<file path="src/rtl/sgdmac_pkg.sv">
// rtl/sgdmac_pkg.sv - shared scatter-gather DMA types and AXI constants
package sgdmac_pkg;

  typedef enum logic [1:0] {
    WR_IDLE,
    WR_AW_REQ,
    WR_W_DATA,
    WR_B_WAIT
  } wr_state_e;

  localparam logic [2:0] SIZE_4B     = 3'b010;
  localparam logic [1:0] BURST_INCR  = 2'b01;
  localparam logic [1:0] RESP_OKAY   = 2'b00;
  localparam int         BURST_BYTES = 64;
  localparam int         MAX_BEATS   = 16;

  typedef struct packed {
    logic [31:0] dst_addr;
    logic [15:0] byte_count;
  } sgdmac_cmd_t;

  // Full bursts while at least 64 B remain, otherwise the word-count tail.
  function automatic logic [3:0] burst_awlen(input logic [15:0] remain);
    if (remain >= 16'(BURST_BYTES)) begin
      return 4'(MAX_BEATS - 1);
    end
    return remain[5:2] - 4'd1;
  endfunction

endpackage

</file>
<file path="src/rtl/sgdmac_write_if.sv">
// rtl/sgdmac_write_if.sv - AXI3 write channel bundle (AW, W, B)
interface sgdmac_write_if;
  logic [3:0]  awid_o;
  logic [31:0] awaddr_o;
  logic [3:0]  awlen_o;
  logic [2:0]  awsize_o;
  logic [1:0]  awburst_o;
  logic        awvalid_o;
  logic        awready_i;
  logic [3:0]  wid_o;
  logic [31:0] wdata_o;
  logic [3:0]  wstrb_o;
  logic        wlast_o;
  logic        wvalid_o;
  logic        wready_i;
  logic [3:0]  bid_i;
  logic [1:0]  bresp_i;
  logic        bvalid_i;
  logic        bready_o;

  modport master (
    output awid_o, awaddr_o, awlen_o, awsize_o, awburst_o, awvalid_o,
    output wid_o, wdata_o, wstrb_o, wlast_o, wvalid_o, bready_o,
    input  awready_i, wready_i, bid_i, bresp_i, bvalid_i
  );

  modport slave (
    input  awid_o, awaddr_o, awlen_o, awsize_o, awburst_o, awvalid_o,
    input  wid_o, wdata_o, wstrb_o, wlast_o, wvalid_o, bready_o,
    output awready_i, wready_i, bid_i, bresp_i, bvalid_i
  );
endinterface

</file>
<file path="src/rtl/sgdmac_write.sv">
// rtl/sgdmac_write.sv - DMA write engine: drains the data buffer into AXI3 write bursts
module sgdmac_write
  import sgdmac_pkg::*;
#(
  parameter int FIFO_DEPTH = 64
) (
  input  logic                          clk,
  input  logic                          rst,
  input  logic                          start_i,
  input  logic [47:0]                   cmd_i,
  output logic                          done_o,
  output logic                          error_o,
  sgdmac_write_if.master                axi,
  input  logic                          fifo_empty_i,
  input  logic [$clog2(FIFO_DEPTH):0]   fifo_cnt_i,
  input  logic [31:0]                   fifo_rdata_i,
  output logic                          fifo_rden_o
);

  localparam int CW = $clog2(FIFO_DEPTH) + 1;

  wr_state_e   state_q, state_d;
  logic [31:0] addr_q, addr_d;
  logic [15:0] remain_q, remain_d;
  logic        awvalid_q, awvalid_d;
  logic [3:0]  awlen_q, awlen_d;
  logic [3:0]  beat_lim_q, beat_lim_d;
  logic [3:0]  beat_cnt_q, beat_cnt_d;
  logic        error_q, error_d;

  sgdmac_cmd_t cmd;
  logic [3:0]  len_calc;
  logic [CW-1:0] words_needed;
  logic        w_valid;
  logic        w_last;
  logic        w_fire;
  logic        b_ready;
  logic        unused_inputs;

  assign cmd           = cmd_i;
  assign len_calc      = burst_awlen(remain_q);
  assign words_needed  = CW'({1'b0, len_calc}) + CW'(1);
  assign unused_inputs = ^{axi.bid_i, axi.bresp_i[0]};

  always_ff @(posedge clk or posedge rst) begin
    if (rst) begin
      state_q    <= WR_IDLE;
      addr_q     <= '0;
      remain_q   <= '0;
      awvalid_q  <= 1'b0;
      awlen_q    <= 4'hF;
      beat_lim_q <= '0;
      beat_cnt_q <= '0;
      error_q    <= 1'b0;
    end else begin
      state_q    <= state_d;
      addr_q     <= addr_d;
      remain_q   <= remain_d;
      awvalid_q  <= awvalid_d;
      awlen_q    <= awlen_d;
      beat_lim_q <= beat_lim_d;
      beat_cnt_q <= beat_cnt_d;
      error_q    <= error_d;
    end
  end

  always_comb begin
    state_d    = state_q;
    addr_d     = addr_q;
    remain_d   = remain_q;
    awvalid_d  = awvalid_q;
    awlen_d    = awlen_q;
    beat_lim_d = beat_lim_q;
    beat_cnt_d = beat_cnt_q;
    error_d    = error_q;
    w_valid    = 1'b0;
    w_last     = 1'b0;
    w_fire     = 1'b0;
    b_ready    = 1'b0;

    case (state_q)
      WR_IDLE: begin
        if (start_i) begin
          addr_d   = cmd.dst_addr;
          remain_d = {cmd.byte_count[15:2], 2'b00};
          error_d  = 1'b0;
          if (cmd.byte_count[15:2] != 14'd0) begin
            state_d = WR_AW_REQ;
          end
        end
      end

      WR_AW_REQ: begin
        // The whole burst must already sit in the buffer before AW is offered,
        // so W never has to stall mid-burst on an empty buffer.
        if (!awvalid_q) begin
          if (fifo_cnt_i >= words_needed) begin
            awvalid_d = 1'b1;
            awlen_d   = len_calc;
          end
        end else if (axi.awready_i) begin
          awvalid_d  = 1'b0;
          beat_lim_d = awlen_q;
          beat_cnt_d = '0;
          addr_d     = addr_q + 32'(BURST_BYTES);
          remain_d   = (remain_q >= 16'(BURST_BYTES)) ? remain_q - 16'(BURST_BYTES) : 16'd0;
          state_d    = WR_W_DATA;
        end
      end

      WR_W_DATA: begin
        w_valid = !fifo_empty_i;
        w_last  = (beat_cnt_q == beat_lim_q);
        w_fire  = w_valid && axi.wready_i;
        if (w_fire) begin
          beat_cnt_d = beat_cnt_q + 4'd1;
          if (w_last) begin
            state_d = WR_B_WAIT;
          end
        end
      end

      WR_B_WAIT: begin
        b_ready = 1'b1;
        if (axi.bvalid_i) begin
          // A bad response is recorded but the command carries on.
          if (axi.bresp_i[1]) begin
            error_d = 1'b1;
          end
          state_d = (remain_q == 16'd0) ? WR_IDLE : WR_AW_REQ;
        end
      end

      default: begin
        state_d = WR_IDLE;
      end
    endcase
  end

  assign done_o        = (state_q == WR_IDLE);
  assign error_o       = error_q;

  assign axi.awid_o    = 4'h0;
  assign axi.awaddr_o  = addr_q;
  assign axi.awlen_o   = awlen_q;
  assign axi.awsize_o  = SIZE_4B;
  assign axi.awburst_o = BURST_INCR;
  assign axi.awvalid_o = awvalid_q;

  assign axi.wid_o     = 4'h0;
  assign axi.wdata_o   = fifo_rdata_i;
  assign axi.wstrb_o   = 4'hF;
  assign axi.wlast_o   = w_last;
  assign axi.wvalid_o  = w_valid;
  assign axi.bready_o  = b_ready;

  assign fifo_rden_o   = w_fire;

endmodule
</file>
<file path="src/flat_wrapper.sv">
// flat-port wrapper written by rule: the top's interface ports become plain ports
module sgdmac_write_flat import sgdmac_pkg::*;
#(
  parameter int FIFO_DEPTH = 64
)
  (clk, rst, start_i, cmd_i, done_o, error_o, fifo_empty_i, fifo_cnt_i, fifo_rdata_i, fifo_rden_o, axi_awid_o, axi_awaddr_o, axi_awlen_o, axi_awsize_o, axi_awburst_o, axi_awvalid_o, axi_wid_o, axi_wdata_o, axi_wstrb_o, axi_wlast_o, axi_wvalid_o, axi_bready_o, axi_awready_i, axi_wready_i, axi_bid_i, axi_bresp_i, axi_bvalid_i);
  sgdmac_write_if axi_i ();
  input  logic clk;
  input  logic rst;
  input  logic start_i;
  input  logic [47:0] cmd_i;
  output logic done_o;
  output logic error_o;
  input  logic fifo_empty_i;
  input  logic [$clog2(FIFO_DEPTH):0] fifo_cnt_i;
  input  logic [31:0] fifo_rdata_i;
  output logic fifo_rden_o;
  output wire logic [$bits(axi_i.awid_o)-1:0] axi_awid_o;
  output wire logic [$bits(axi_i.awaddr_o)-1:0] axi_awaddr_o;
  output wire logic [$bits(axi_i.awlen_o)-1:0] axi_awlen_o;
  output wire logic [$bits(axi_i.awsize_o)-1:0] axi_awsize_o;
  output wire logic [$bits(axi_i.awburst_o)-1:0] axi_awburst_o;
  output wire logic [$bits(axi_i.awvalid_o)-1:0] axi_awvalid_o;
  output wire logic [$bits(axi_i.wid_o)-1:0] axi_wid_o;
  output wire logic [$bits(axi_i.wdata_o)-1:0] axi_wdata_o;
  output wire logic [$bits(axi_i.wstrb_o)-1:0] axi_wstrb_o;
  output wire logic [$bits(axi_i.wlast_o)-1:0] axi_wlast_o;
  output wire logic [$bits(axi_i.wvalid_o)-1:0] axi_wvalid_o;
  output wire logic [$bits(axi_i.bready_o)-1:0] axi_bready_o;
  input wire logic [$bits(axi_i.awready_i)-1:0] axi_awready_i;
  input wire logic [$bits(axi_i.wready_i)-1:0] axi_wready_i;
  input wire logic [$bits(axi_i.bid_i)-1:0] axi_bid_i;
  input wire logic [$bits(axi_i.bresp_i)-1:0] axi_bresp_i;
  input wire logic [$bits(axi_i.bvalid_i)-1:0] axi_bvalid_i;
  assign axi_awid_o = axi_i.awid_o;
  assign axi_awaddr_o = axi_i.awaddr_o;
  assign axi_awlen_o = axi_i.awlen_o;
  assign axi_awsize_o = axi_i.awsize_o;
  assign axi_awburst_o = axi_i.awburst_o;
  assign axi_awvalid_o = axi_i.awvalid_o;
  assign axi_wid_o = axi_i.wid_o;
  assign axi_wdata_o = axi_i.wdata_o;
  assign axi_wstrb_o = axi_i.wstrb_o;
  assign axi_wlast_o = axi_i.wlast_o;
  assign axi_wvalid_o = axi_i.wvalid_o;
  assign axi_bready_o = axi_i.bready_o;
  assign axi_i.awready_i = axi_awready_i;
  assign axi_i.wready_i = axi_wready_i;
  assign axi_i.bid_i = axi_bid_i;
  assign axi_i.bresp_i = axi_bresp_i;
  assign axi_i.bvalid_i = axi_bvalid_i;
  sgdmac_write #(.FIFO_DEPTH(FIFO_DEPTH)) u_core (.clk(clk), .rst(rst), .start_i(start_i), .cmd_i(cmd_i), .done_o(done_o), .error_o(error_o), .axi(axi_i), .fifo_empty_i(fifo_empty_i), .fifo_cnt_i(fifo_cnt_i), .fifo_rdata_i(fifo_rdata_i), .fifo_rden_o(fifo_rden_o));
endmodule
</file>
<file path="config.mk">
export PLATFORM = sky130hd
export DESIGN_NAME = sgdmac_write_flat
export DESIGN_NICKNAME = d
export VERILOG_FILES = /design/src/rtl/sgdmac_pkg.sv /design/src/rtl/sgdmac_write_if.sv /design/src/rtl/sgdmac_write.sv /design/src/flat_wrapper.sv
export SDC_FILE = /design/constraint.sdc
export NUM_CORES = 1
export LEC_CHECK = 0
export BUFFER_PORTS_ARGS = -buffer_cell sky130_fd_sc_hd__buf_2
export CELL_PAD_IN_SITES_DETAIL_PLACEMENT = 0
export CELL_PAD_IN_SITES_GLOBAL_PLACEMENT = 1
export CORE_MARGIN = 2
export CORE_UTILIZATION = 31
export DETAILED_ROUTE_END_ITERATION = 10
export MAX_ROUTING_LAYER = met4
export PLACE_DENSITY = 0.75
export RECOVER_POWER = 100
export SLEW_MARGIN = 20
export SYNTH_ARGS = -nofsm -noshare
export SYNTH_HDL_FRONTEND = slang
export SYNTH_SLANG_ARGS = --single-unit
</file>
<file path="constraint.sdc">
create_clock -name clk -period 3.3 [get_ports clk]
set_input_delay 0.66 -clock clk [delete_from_list [all_inputs] [get_ports clk]]
set_output_delay 0.66 -clock clk [all_outputs]
set_load 0.05 [all_outputs]
</file>
# == Word level (Yosys, flattened, before mapping) ==
# Cells that the tools add are included.
# W data, S select, Z words.
# op_classes
add_sub_neg,5
magnitude_cmp,2
n_eq_ne,12
mux,36
bitwise,1
n_reduce_logical,14
# op_table
operator,count
$mux W32,3
$mux W16,4
$pmux W32 S2,1
$add A32 B7 Y32 const B,1
$pmux W16 S2,1
$mux W4,5
$ge A16 B7 Y1 const B,1
$logic_not A16 Y1,1
$sub A16 B7 Y16 const B,1
$mux W2,7
$reduce_bool A14 Y1,1
$mux W1,12
$reduce_and A4 Y1,3
$ne A2 B1 Y1 const B,4
$ne A2 B2 Y1 const B,4
$pmux W2 S4,1
$pmux W4 S2,1
$ge A7 B7 Y1,1
$reduce_and A7 Y1,1
$reduce_and A3 Y1,2
$reduce_bool A2 Y1,3
$add A4 B1 Y5 const B,1
$add A4 B1 Y4 const B,1
$eq A2 B2 Y1 const B,2
8 further kinds,8
# word_totals
ff_bits,64
input_bits,100
output_inout_bits,92

# == Logic depth before layout (Yosys ltp) ==
# depth
word_depth,7
ltp_mapped,12
mapped_depth_nobuf,12

# == Least setup slack after synthesis ==
# Ideal clock, no wire load.
# synth_timing
kind,reg-to-reg
from,register u_core.remain_q[6]
to,register u_core.awlen_q[0] (netlist: u_core.axi.awlen_o[0])
setup_ps,82
arrival_time_ps,3127
slack_ps,91
path_stages_with_launch,13
n_path_buf,0
period_less_slack_ps,3209
cell_sequence,dfrtp_1 inv_1 ha_1 nor3b_2 nand3_1 nor2_1 nand2_1 ha_1 nand2_1 ha_1 a2111o_1 a2bb2oi_1 mux2_2
# synth_via
elab_chain_cells,6
# synth_lines
item,line,source
from (decl),sgdmac_write.sv:24,"logic [15:0] remain_q, remain_d;"
from (signal assigned),sgdmac_write.sv:58,remain_q <= remain_d;
$ge A16 B7 Y1 *,sgdmac_pkg.sv:24,if (remain >= 16'(BURST_BYTES)) begin
$mux W1 *,sgdmac_pkg.sv:24,
$mux W4 *,sgdmac_pkg.sv:27,return remain[5:2] - 4'd1;
via u_core.len_calc[0],sgdmac_write.sv:32,logic [3:0] len_calc;
$add A4 B1 Y5,sgdmac_write.sv:42,"assign words_needed = CW'({1'b0, len_calc}) + CW'(1);"
$ge A7 B7 Y1,sgdmac_write.sv:97,if (fifo_cnt_i >= words_needed) begin
$reduce_and A3 Y1 (no line),--,
to (signal assigned),sgdmac_write.sv:60,awlen_q <= awlen_d;
to (decl),sgdmac_write.sv:26,"logic [3:0] awlen_q, awlen_d;"
# Mark *: on every way through the listed nets, which the timed path passes. The rest lies on a longest branch.
# A chain may end at the register's enable or synchronous reset.

# == Worst setup path in the final report ==
# layout_timing
from,register u_core.remain_q[7]
to,register u_core.awlen_q[3] (netlist: u_core.axi.awlen_o[3])
# layout_via
elab_chain_cells,6
# layout_lines
item,line
$ge A16 B7 Y1,sgdmac_pkg.sv:24
$mux W1,sgdmac_pkg.sv:24
$mux W4,sgdmac_pkg.sv:27
via u_core.len_calc[0],sgdmac_write.sv:32
$add A4 B1 Y5,sgdmac_write.sv:42
$ge A7 B7 Y1,sgdmac_write.sv:97
$reduce_and A3 Y1 (no line),--
# The timed path passes the listed nets, and every way through them passes these cells.

==> results.md <==
Routing:
- The routed design has approximately 12 mm of wire.
- The detailed-route wire length per cell is around 16 microns.
- The detailed router finished its first iteration with between 150 and 200 violations.
- The total number of vias is approximately 3900.
- For this run, the detailed router's first-pass iteration total came to 5.
- The final antenna-violating net count is 0.
- The per-cell via count in the routed design is about 5.2.
- The residual DRC count is 0.

Clocking:
- The CTS tree is yes.
- The post-cts hold buffer count is 0.
- Post-CTS timing repair inserted 0 buffers for setup.
- The H-tree was split into 3 levels.
- No sink is reached through more buffers than the 2 on the longest clock path.
- The cell at the root of the clock tree is sky130_fd_sc_hd__clkbuf_16.
- The number of clock sinks seen by CTS is 62.
- The worst-skew pair later-pin latency is 340 ps.
- The clock buffer count from CTS is 9.
- After clock tree synthesis, the clock-pin slew on the worst setup and hold paths is approximately 50 ps.
- The number of gates resized after cts is 0.

Logic synthesis:
- The number of warnings reported in the yosys synthesis log is 0.
- After synthesis, flip-flops and latches occupy between 30% and 40% of the total area.
- The cell area after synthesis is between 4000 and 5000 sq um.
- The number of library cell types mapped by synthesis is 66.
- Yosys mapped a number of flops with a built-in enable equal to 0.
- The average instance in the mapped netlist occupies between 8 and 9 sq um.
- The async set-reset flop share out of synthesis is 100%.
- Among all flip-flop cells after synthesis, the most frequent one is sky130_fd_sc_hd__dfrtp_1.
- Synthesis produced a netlist whose cell count is a little under 500.
- The synthesized flop and latch total is 62.

Status:
- The final reports fail on max-capacitance violations, max-slew violations.
- The flow ran to the end, but the final reports show violations.

Global routing:
- The maximum number of pins on one net before global-route repair is 63.
- The total overflow left after global routing is 0.
- The wire length of the first global-routing pass is approximately 19 mm.
- The initial antenna violation count was 0.
- The via count of the first global-routing pass is 3778.
- Across every metal layer, demand over resource in global routing totals roughly 17%.

Die:
- The number of cell rows is 42.
- The die covers about 15000 sq um.
- In this run the horizontal extent of the chip is 121 microns.
- The initial utilization of the core area, before any placement, comes to around a third.
- around 190 I/O pins were placed.
- The core box area is 13300 sq um.
- The floorplan step set the die height to around 120 microns.

Pwr:
- The leakage component of the power is between 2 and 2.5 nW.
- The total power is approximately 0.006 W.
- The power density over the cells is 1180 nW/um^2.
- IR analysis of the VDD net gives a maximum drop of ~0.47 mV.

STA:
- Across all setup checks in the final design, the least slack found is between 150 and 200 ps.
- Summed over all failing endpoints, the final setup total negative slack is 0 ps.
- The final critical delay including setup and external delays is between 3000 and 4000 ps.
- The count of pins over their slew limit is 63.
- The total count of hold-check failures in the final report is 0.
- The post-route clock period utilization is a little over nine tenths.
- The slew at the pin with the worst max-slew slack is about 1600 ps.
- Setup repair after global routing left no endpoint under its margin.
- On the final layout, the worst clock skew is 5.33 ps.
- The headroom to the max-slew limit is -8.07%.
- The maximum achievable frequency is roughly 320 MHz.
- Setup violations remaining at the end of the flow were counted as 0.

Worst hold path:
- The worst hold path was traced through 2 stages.
- The path type of the worst min-delay path is reg -> reg.
- The worst hold path begins at u_core.axi.awaddr_o[5].

Critical path:
- The worst flop-to-flop path endpoint is u_core.axi.awlen_o[3].
- Across all register-to-register paths, the minimum setup slack is ~180 ps.
- The kind of end point of the critical path is a flip-flop.
- The startpoint of the worst setup timing path is u_core.remain_q[7].
- The required time of the critical path is 3560 ps.
- The startpoint identified for the worst register-to-register timing path is u_core.remain_q[7].
- The worst setup path is of the reg -> reg kind.
- The worst setup path is launched from a flip-flop.
- In this run the worst path has a maximum fanout of 5.
- The worst reg-to-reg path cell count is 13.
- The timing endpoint of the critical path is u_core.axi.awlen_o[3].
- The arrival time of data at the critical path endpoint is between 3000 and 4000 ps.

Layout:
- Of the cells placed in the final design, the portion with a size suffix greater than 1 is approximately a fifth.
- In the final design database the tool counted approximately 680 nets.
- For this run, the number of standard cells in the final layout without fillers is around 740.
- The total inserted antenna cells is 0.
- Counting the fill cells in the layout gives 1392.
- From synthesis to final layout, the design area changed by 16.2%.

Placement:
- After legalization and detailed placement, the total HPWL measured 8.21 mm.
- Timing analysis after detailed placement gives a worst setup slack of approximately 120 ps.
- Buffers placed on the I/O ports in this run total 103.
- Routability-driven placement finished with a final weighted congestion of about 0.85.
- The post-placement cell count is 723.

Job:
- The number of max-cap violations is 1.
==> metal layers <==
layer	vias to the layer above	part of all wire (%)	track usage (%)	wire length, microns
li1	1828	-	-	-
met2	137	48	26.0	5510
met4	0	1.6	6.03	189
met3	23	6.1	4.65	703
met1	1873	45	21.1	5200
met5	-	0	-	0
==> cell usage after synthesis, drive strengths merged (7+ instances only) <==
| library cell | instances | area, sq um |
|---|---|---|
| o21ai | 30 | 154 |
| o22ai | 8 | 50.1 |
| a21oi | 35 | 175 |
| nand3 | 22 | 115 |
| clkbuf | 10 | 37.5 |
| and3 | 8 | 50.1 |
| inv | 20 | 75.1 |
| buf | 58 | 417 |
| nor3 | 9 | 56.3 |
| ha | 17 | 213 |
| mux2 | 10 | 113 |
| nand2 | 59 | 221 |
| nand4 | 11 | 68.8 |
| nor2 | 28 | 108 |
| dfrtp | 58 | 1450 |
| a211oi | 7 | 52.6 |
==> kinds of logic (layout without fill, tap and decap cells) <==
| family | Yosys count | after routing | synth area share, % |
|---|---|---|---|
| flops | 62 | 62 | 36.7 |
| other cells | 2 | 17 | 0.177 |
| mux | 12 | 12 | 3.13 |
| compound gates | 125 | 125 | 19.5 |
| fa+ha+maj | 17 | 17 | 5.01 |
| xor+xnor | 10 | 10 | 2.06 |
| buf+inv | 88 | 151 | 12.5 |
| simple gates | 169 | 169 | 20.9 |
==> critical path, cell delays in order, from the launching register on <==
cell and delay (ps):
sky130_fd_sc_hd__dfrtp_1 400, sky130_fd_sc_hd__inv_1 140, sky130_fd_sc_hd__ha_1 240, sky130_fd_sc_hd__nor3b_2 230
sky130_fd_sc_hd__nand3_1 140, sky130_fd_sc_hd__nor2_2 180, sky130_fd_sc_hd__nand2_1 120, sky130_fd_sc_hd__ha_1 230
sky130_fd_sc_hd__nand2_1 70, sky130_fd_sc_hd__ha_1 240, sky130_fd_sc_hd__a2111o_1 410, sky130_fd_sc_hd__a2bb2oi_1 150
sky130_fd_sc_hd__buf_4 160, sky130_fd_sc_hd__mux2_2 330
==> how the worst min path moves through the flow <==
stage	to
floorplan	u_core.remain_q[15]
global placement	u_core.axi.awaddr_o[3]
detailed placement	u_core.axi.awaddr_o[5]
CTS	u_core.axi.awaddr_o[5]
global route	u_core.axi.awaddr_o[5]
finish	u_core.axi.awaddr_o[5]
==> where the power goes <==
group / internal, W / switching, W
registers: 0.00113 / 0.000409
clock network: 0.000779 / 0.000345
logic: 0.000928 / 0.00224
==> flip-flops by register name (all words and copies together), names as in the netlist <==
name,flops
u_core.remain_q,14
u_core.beat_cnt_q,4
u_core.axi.awaddr_o,32
u_core.beat_lim_q,4
u_core.state_q,2
u_core.axi.awlen_o,4
u_core.axi.awvalid_o,1
u_core.error_o,1
==> through the flow <==
stage / cell area (sq um) / hold slack, ps / utilization [%]
after floorplan: 4300 / 449 / -
after global placement: 4670 / 458 / 35.1
after detailed placement: 4670 / 461 / 35.1
after CTS: 5020 / 476 / 37.8
after global routing: 4930 / 499 / 37.1
final: 4930 / 477 / 37.1
==> cells in the final DEF, fill, tap and decap left out, drive strengths merged, types with 4 or more instances in the layout <==
cell / count
a211o: 4
a211oi: 7
a21oi: 35
a22o: 6
and2: 5
and3: 8
and4: 4
buf: 67
clkbuf: 61
conb: 17
dfrtp: 58
dfstp: 4
ha: 17
inv: 20
mux2: 10
nand2: 59
nand2b: 4
nand3: 22
nand4: 11
nor2: 28
nor3: 9
nor4: 6
o21ai: 30
o22ai: 8
o2bb2ai: 4
or4: 4
xnor2: 4
xor2: 6
==> layout make-up <==
cell class | count | area [sq um] | area share (%)
clock buffer | 13 | 260 | 5.28
clock inverter | 3 | 90.1 | 1.83
inverter | 20 | 75.1 | 1.52
multi-input combinational | 350 | 2190 | 44.4
sequential | 62 | 1560 | 31.6
tap | 176 | 220 | 4.47
timing repair buffer | 115 | 538 | 10.9
No activity file was read; power rests on OpenSTA's default activity.
